**config.mk**
```make
export PLATFORM = sky130hd
export DESIGN_NAME = demultiplexer_n_1to2_stream
export DESIGN_NICKNAME = d
export VERILOG_FILES = /design/src/rtl/demultiplexer_n_1to2_stream_pkg.sv /design/src/rtl/demultiplexer_n_1to2_stream_lane.sv /design/src/rtl/demultiplexer_n_1to2_stream.sv
export SDC_FILE = /design/constraint.sdc
export NUM_CORES = 1
export LEC_CHECK = 0
export BUFFER_PORTS_ARGS = -buffer_cell sky130_fd_sc_hd__buf_4
export CAP_MARGIN = 25
export CORE_ASPECT_RATIO = 2
export CORE_MARGIN = 2
export CORE_UTILIZATION = 36
export CTS_CLUSTER_SIZE = 28
export DETAILED_ROUTE_END_ITERATION = 6
export SLEW_MARGIN = 30
export SYNTH_ARGS = -nofsm -noshare
export SYNTH_HDL_FRONTEND = slang
export SYNTH_SLANG_ARGS = --single-unit
```
**constraint.sdc**
```tcl
create_clock -name clk -period 1.6 [get_ports clk]
set_input_delay 0.08 -clock clk [delete_from_list [all_inputs] [get_ports clk]]
set_output_delay 0.08 -clock clk [all_outputs]
set_load 0.02 [all_outputs]
```
**src/rtl/demultiplexer_n_1to2_stream_pkg.sv**
```systemverilog
`default_nettype none
// +--------------------------------------------------------------------------+
// | demultiplexer_n_1to2_stream_pkg                                          |
// | Lane encodings shared by the 1-to-2 stream demultiplexer.                |
// | Revision: 1.0                                                            |
// +--------------------------------------------------------------------------+
package demultiplexer_n_1to2_stream_pkg;

   localparam logic LANE0 = 1'b0;
   localparam logic LANE1 = 1'b1;

endpackage : demultiplexer_n_1to2_stream_pkg
`default_nettype wire

```
**src/rtl/demultiplexer_n_1to2_stream_lane.sv**
```systemverilog
`default_nettype none
// +--------------------------------------------------------------------------+
// | demux_lane_reg                                                           |
// | One-entry output holding register with delivered-word counter.          |
// | Revision: 1.0                                                            |
// +--------------------------------------------------------------------------+
module demux_lane_reg #(
   parameter int N     = 10,
   parameter int CNT_W = 8
) (
   input  logic             clk,
   input  logic             rst,
   input  logic             load,
   input  logic [N-1:0]     data_in,
   input  logic             out_ready,
   output logic [N-1:0]     out_data,
   output logic             out_valid,
   output logic [CNT_W-1:0] count
);

   logic [N-1:0]     r_data;
   logic             r_valid;
   logic [CNT_W-1:0] r_count;
   logic             w_drain;

   assign w_drain = r_valid & out_ready;

   always_ff @(posedge clk) begin
      if (rst) begin
         r_data  <= '0;
         r_valid <= 1'b0;
         r_count <= '0;
      end else begin
         // A load wins over a drain: the lane stays full with the new word.
         if (load) begin
            r_data  <= data_in;
            r_valid <= 1'b1;
         end else if (w_drain) begin
            r_valid <= 1'b0;
         end
         if (w_drain) begin
            r_count <= r_count + 1'b1;
         end
      end
   end

   assign out_data  = r_data;
   assign out_valid = r_valid;
   assign count     = r_count;

endmodule : demux_lane_reg
`default_nettype wire

```
**src/rtl/demultiplexer_n_1to2_stream.sv**
```systemverilog
`default_nettype none
// +--------------------------------------------------------------------------+
// | demultiplexer_n_1to2_stream                                              |
// | Registered 1-to-2 valid/ready stream demultiplexer with lane counters.  |
// | Revision: 1.0                                                            |
// +--------------------------------------------------------------------------+
module demultiplexer_n_1to2_stream
   import demultiplexer_n_1to2_stream_pkg::*;
#(
   parameter int N     = 10,
   parameter int CNT_W = 8
) (
   input  logic             clk,
   input  logic             rst,
   input  logic [N-1:0]     channel_in,
   input  logic             in_valid,
   input  logic             select,
   output logic             in_ready,
   output logic [N-1:0]     out0,
   output logic             out0_valid,
   input  logic             out0_ready,
   output logic [N-1:0]     out1,
   output logic             out1_valid,
   input  logic             out1_ready,
   output logic [CNT_W-1:0] count0,
   output logic [CNT_W-1:0] count1
);

   logic w_lane0_free;
   logic w_lane1_free;
   logic w_accept;
   logic w_load0;
   logic w_load1;

   // A lane can take a word if empty or if it is being drained this cycle.
   assign w_lane0_free = ~out0_valid | out0_ready;
   assign w_lane1_free = ~out1_valid | out1_ready;

   assign in_ready = ~rst & ((select == LANE1) ? w_lane1_free : w_lane0_free);
   assign w_accept = in_valid & in_ready;
   assign w_load0  = w_accept & (select == LANE0);
   assign w_load1  = w_accept & (select == LANE1);

   demux_lane_reg #(
      .N     (N),
      .CNT_W (CNT_W)
   ) u_lane0 (
      .clk       (clk),
      .rst       (rst),
      .load      (w_load0),
      .data_in   (channel_in),
      .out_ready (out0_ready),
      .out_data  (out0),
      .out_valid (out0_valid),
      .count     (count0)
   );

   demux_lane_reg #(
      .N     (N),
      .CNT_W (CNT_W)
   ) u_lane1 (
      .clk       (clk),
      .rst       (rst),
      .load      (w_load1),
      .data_in   (channel_in),
      .out_ready (out1_ready),
      .out_data  (out1),
      .out_valid (out1_valid),
      .count     (count1)
   );

endmodule : demultiplexer_n_1to2_stream
`default_nettype wire
```
==> results_dict.tcl <==
set metrics [dict create \
    cp_max_fo 37 \
    ys.flop_type "dfxtp_1" \
    tns_ns 0 \
    dpl.hpwl_um 3211 \
    syn_to_final_growth_pct 36.38 \
    tightest_slew_ns 0.5642 \
    cts_tree "yes" \
    port_buffers 54 \
    regToRegStartpoint "u_lane0.count[1]$_SDFFE_PP0P_" \
    worstRegToRegCells 4 \
    crit_type "in2out" \
    synthCells 187 \
    wl_per_cell_um 14.68 \
    synth_seq_area_share_pct 47.87 \
    drv_cap 0 \
    postCtsSetupRepairBufs 0 \
    yosysMostFrequentCell "dfxtp_1" \
    clkLatencyLatePin_ns 0.30 \
    rows 34 \
    hp-class "in2reg" \
    ioPinCount 55 \
    syn_area_per_cell_um2 8.497 \
    grt_max_degree 38 \
    cellPowerDensity_nw_per_um2 905.9 \
    crit_chain "dlygate4sd3_1 > buf_4 > buf_4 > a211oi_1 > buf_4" \
    path_common_cell "buf_4" \
    diodes 0 \
    overflow 0 \
    r2r_slack_ns 0.22 \
    drive_above_1_share_pct 30.17 \
    p_leak_nw 0.8547 \
    hold-path-cell-count 3 \
    layout_min_cycle_time_ns 1.517 \
    cp_slowest_cell "dlygate4sd3_1" \
    worstHoldStart "channel_in[1]" \
    first_pass_iters 4 \
    irDropWorstVdd_uv 585.5 \
    ctsLongestPathBuffers 2 \
    timing.final.crit_share_pct 94.83 \
    min_to "u_lane1.out_data[1]$_SDFFE_PP0P_" \
    avgViaCountPerCell 5.253 \
    synth_top_cell_by_area "dfxtp_1" \
    synth_warnings 0 \
    path_delay_family "buffers and inverters" \
    status "complete, no violations" \
    max_freq_ghz 0.6591 \
    grt_pass1_vias 1530 \
    cts_max_level 2 \
    finalSetupViolCount 0 \
    fin_skew_ns 0.008080 \
    start_util_pct 36.98 \
    synth_edf_count 0 \
    drt_iter0_markers 22 \
    synth_top_area_share_pct 47.87 \
    relSlewSlack_pct 62.22 \
    dr_total_vias 1555 \
    syn_area_um2 1589 \
    cp-end-kind "output port" \
    dieArea_um2 4994 \
    nets 259 \
    rr_endpoint "u_lane0.count[6]$_SDFFE_PP0P_" \
    ant_nets 0 \
    die_h_um 97.96 \
    clk_pin_slew_ns 0.08 \
    yosysUniqueCellTypes 29 \
    slowest_delay_ns 0.54 \
    clock_sinks 38 \
    yosys-top-cells-area "dfxtp_1 (48%), a21oi_1 (10%), nand3_1 (9.1%)" \
    drv_slew 0 \
    hold_viol_final 0 \
    chipWidth_um 50.98 \
    required_ns 1.52 \
    core_region_area_um2 4297 \
    fill_cells 436 \
    cp_num_buf_inv 4 \
    synth_seq_cells 38 \
    yosys-top-cells-count "dfxtp_1 (38), a21oi_1 (33), nand3_1 (29), o21ai_0 (25), clkbuf_1 (10)" \
    drc 0 \
    utilization_pct 50.44 \
    grt_pass1_wl_um 7258 \
    routed_wl_um 4346 \
    gp_congestion 0.7672 \
    root_buffer "clkbuf_8" \
    antenna_found_initial 0 \
    async_reset_ff_share_pct 0 \
    worstSetupStartpointType "input pin" \
    syn_nets 205 \
    cp_data_arrival_time_ns 1.44 \
    numCtsBuffers 5 \
    grt_usage_pct 19.09 \
    rsz0062_at_grt "no" \
]
==> timing repair <==
item                                    in CTS  in global routing
endpoints found under the hold margin        3                  0
endpoints found under the setup margin       0                  1
hold buffers                                 1                  0
gates resized for setup                      0                  1
==> per-stage QoR <==
stage	cell area [um^2]	std cells	power [mW]	setup WS [ns]	hold WS [ns]
floorplan	1589	187	1.087	0.1423	0.2277
global placement	2046	287	1.181	0.2636	0.3055
detailed placement	2046	287	1.181	0.2313	0.3054
CTS	2165	296	1.987	0.03278	0.03671
global route	2167	296	2.039	0.005881	0.05373
finish	2167	296	1.963	0.08275	0.04170
==> area by class of cell <==
class                           instances  area, um^2  area share [%]
Clock buffer                            5       68.82           3.176
Multi-Input combinational cell        135       777.0           35.85
Clock inverter                          3       40.04           1.848
Timing Repair Buffer                   59       445.4           20.55
Tap cell                               54       67.56           3.118
Inverter                                2       7.507          0.3464
Sequential cell                        38       760.7           35.10
==> worst max-delay path by stage <==
stage	from	endpoint	slack, ns	cells past startpoint
after floorplan	u_lane0.count[0]$_SDFFE_PP0P_	u_lane0.count[6]$_SDFFE_PP0P_	0.14	4
after global placement	u_lane1.out_valid$_SDFFE_PP0P_	u_lane1.count[7]$_SDFFE_PP0P_	0.26	3
after detailed placement	u_lane0.count[1]$_SDFFE_PP0P_	u_lane0.count[6]$_SDFFE_PP0P_	0.23	4
after CTS	u_lane0.out_valid$_SDFFE_PP0P_	in_ready	0.03	4
after global routing	rst	in_ready	0.006	5
final	rst	in_ready	0.08	5
==> flip-flops by register name, summed over array words and instances, names as in the netlist <==
signal / cells
u_lane0.count: 8
u_lane1.out_valid: 1
u_lane0.out_valid: 1
u_lane0.out_data: 10
u_lane1.out_data: 10
u_lane1.count: 8
==> cell usage in the layout (no fill, tap or decap) <==
cell type / n
a211oi_1: 1
a21oi_1: 33
and2b_2: 1
and3b_1: 1
buf_4: 58
bufinv_16: 1
clkbuf_8: 5
clkinv_2: 2
dfxtp_1: 38
dlygate4sd3_1: 1
ha_1: 2
inv_1: 2
mux2_2: 1
nand2_1: 8
nand2b_1: 1
nand3_1: 29
nand3b_1: 1
nand4_1: 2
nand4_4: 1
nor2_1: 7
nor2b_1: 2
nor3b_2: 1
o21ai_0: 25
o31ai_1: 4
or2b_4: 1
or3_1: 3
or3_2: 1
or3b_2: 1
or4_1: 4
or4b_1: 1
xor2_1: 4
==> where the power goes <==
part,switching [mW],total [mW],internal [mW]
clock network,0.345,0.804,0.459
logic,0.104,0.181,0.0775
registers,0.0126,0.978,0.965
==> routing by layer <==
metal | up-vias | global-route usage (%) | part of all wire (%)
met5 | - | 0 | 0
met4 | 0 | 8.108 | 1.6
met3 | 5 | 4.587 | 5.5
met2 | 52 | 33.87 | 55
met1 | 718 | 20.73 | 38
li1 | 780 | - | -
==> worst register-to-register path: cells and delay by family, from the launching register on <==
kind,cells,cell delay [ns]
AO/OA/AOI/OAI,1,0.14
adder cells (fa/ha/maj),1,0.20
buffers and inverters,1,0.07
flip-flops,1,0.43
AND/OR/NAND/NOR,1,0.49
==> cells by family (layout without fill, tap and decap cells) <==
| kind of cell | count (synthesis) | after routing | synth area share [%] |
|---|---|---|---|
| buf+inv | 14 | 69 | 3.386 |
| fa+ha+maj | 2 | 2 | 1.575 |
| flops | 38 | 38 | 47.87 |
| compound gates | 63 | 63 | 20.63 |
| mux | 1 | 1 | 0.7086 |
| simple gates | 65 | 65 | 23.62 |
| xor+xnor | 4 | 4 | 2.204 |
(Power assumes the default switching activity.)
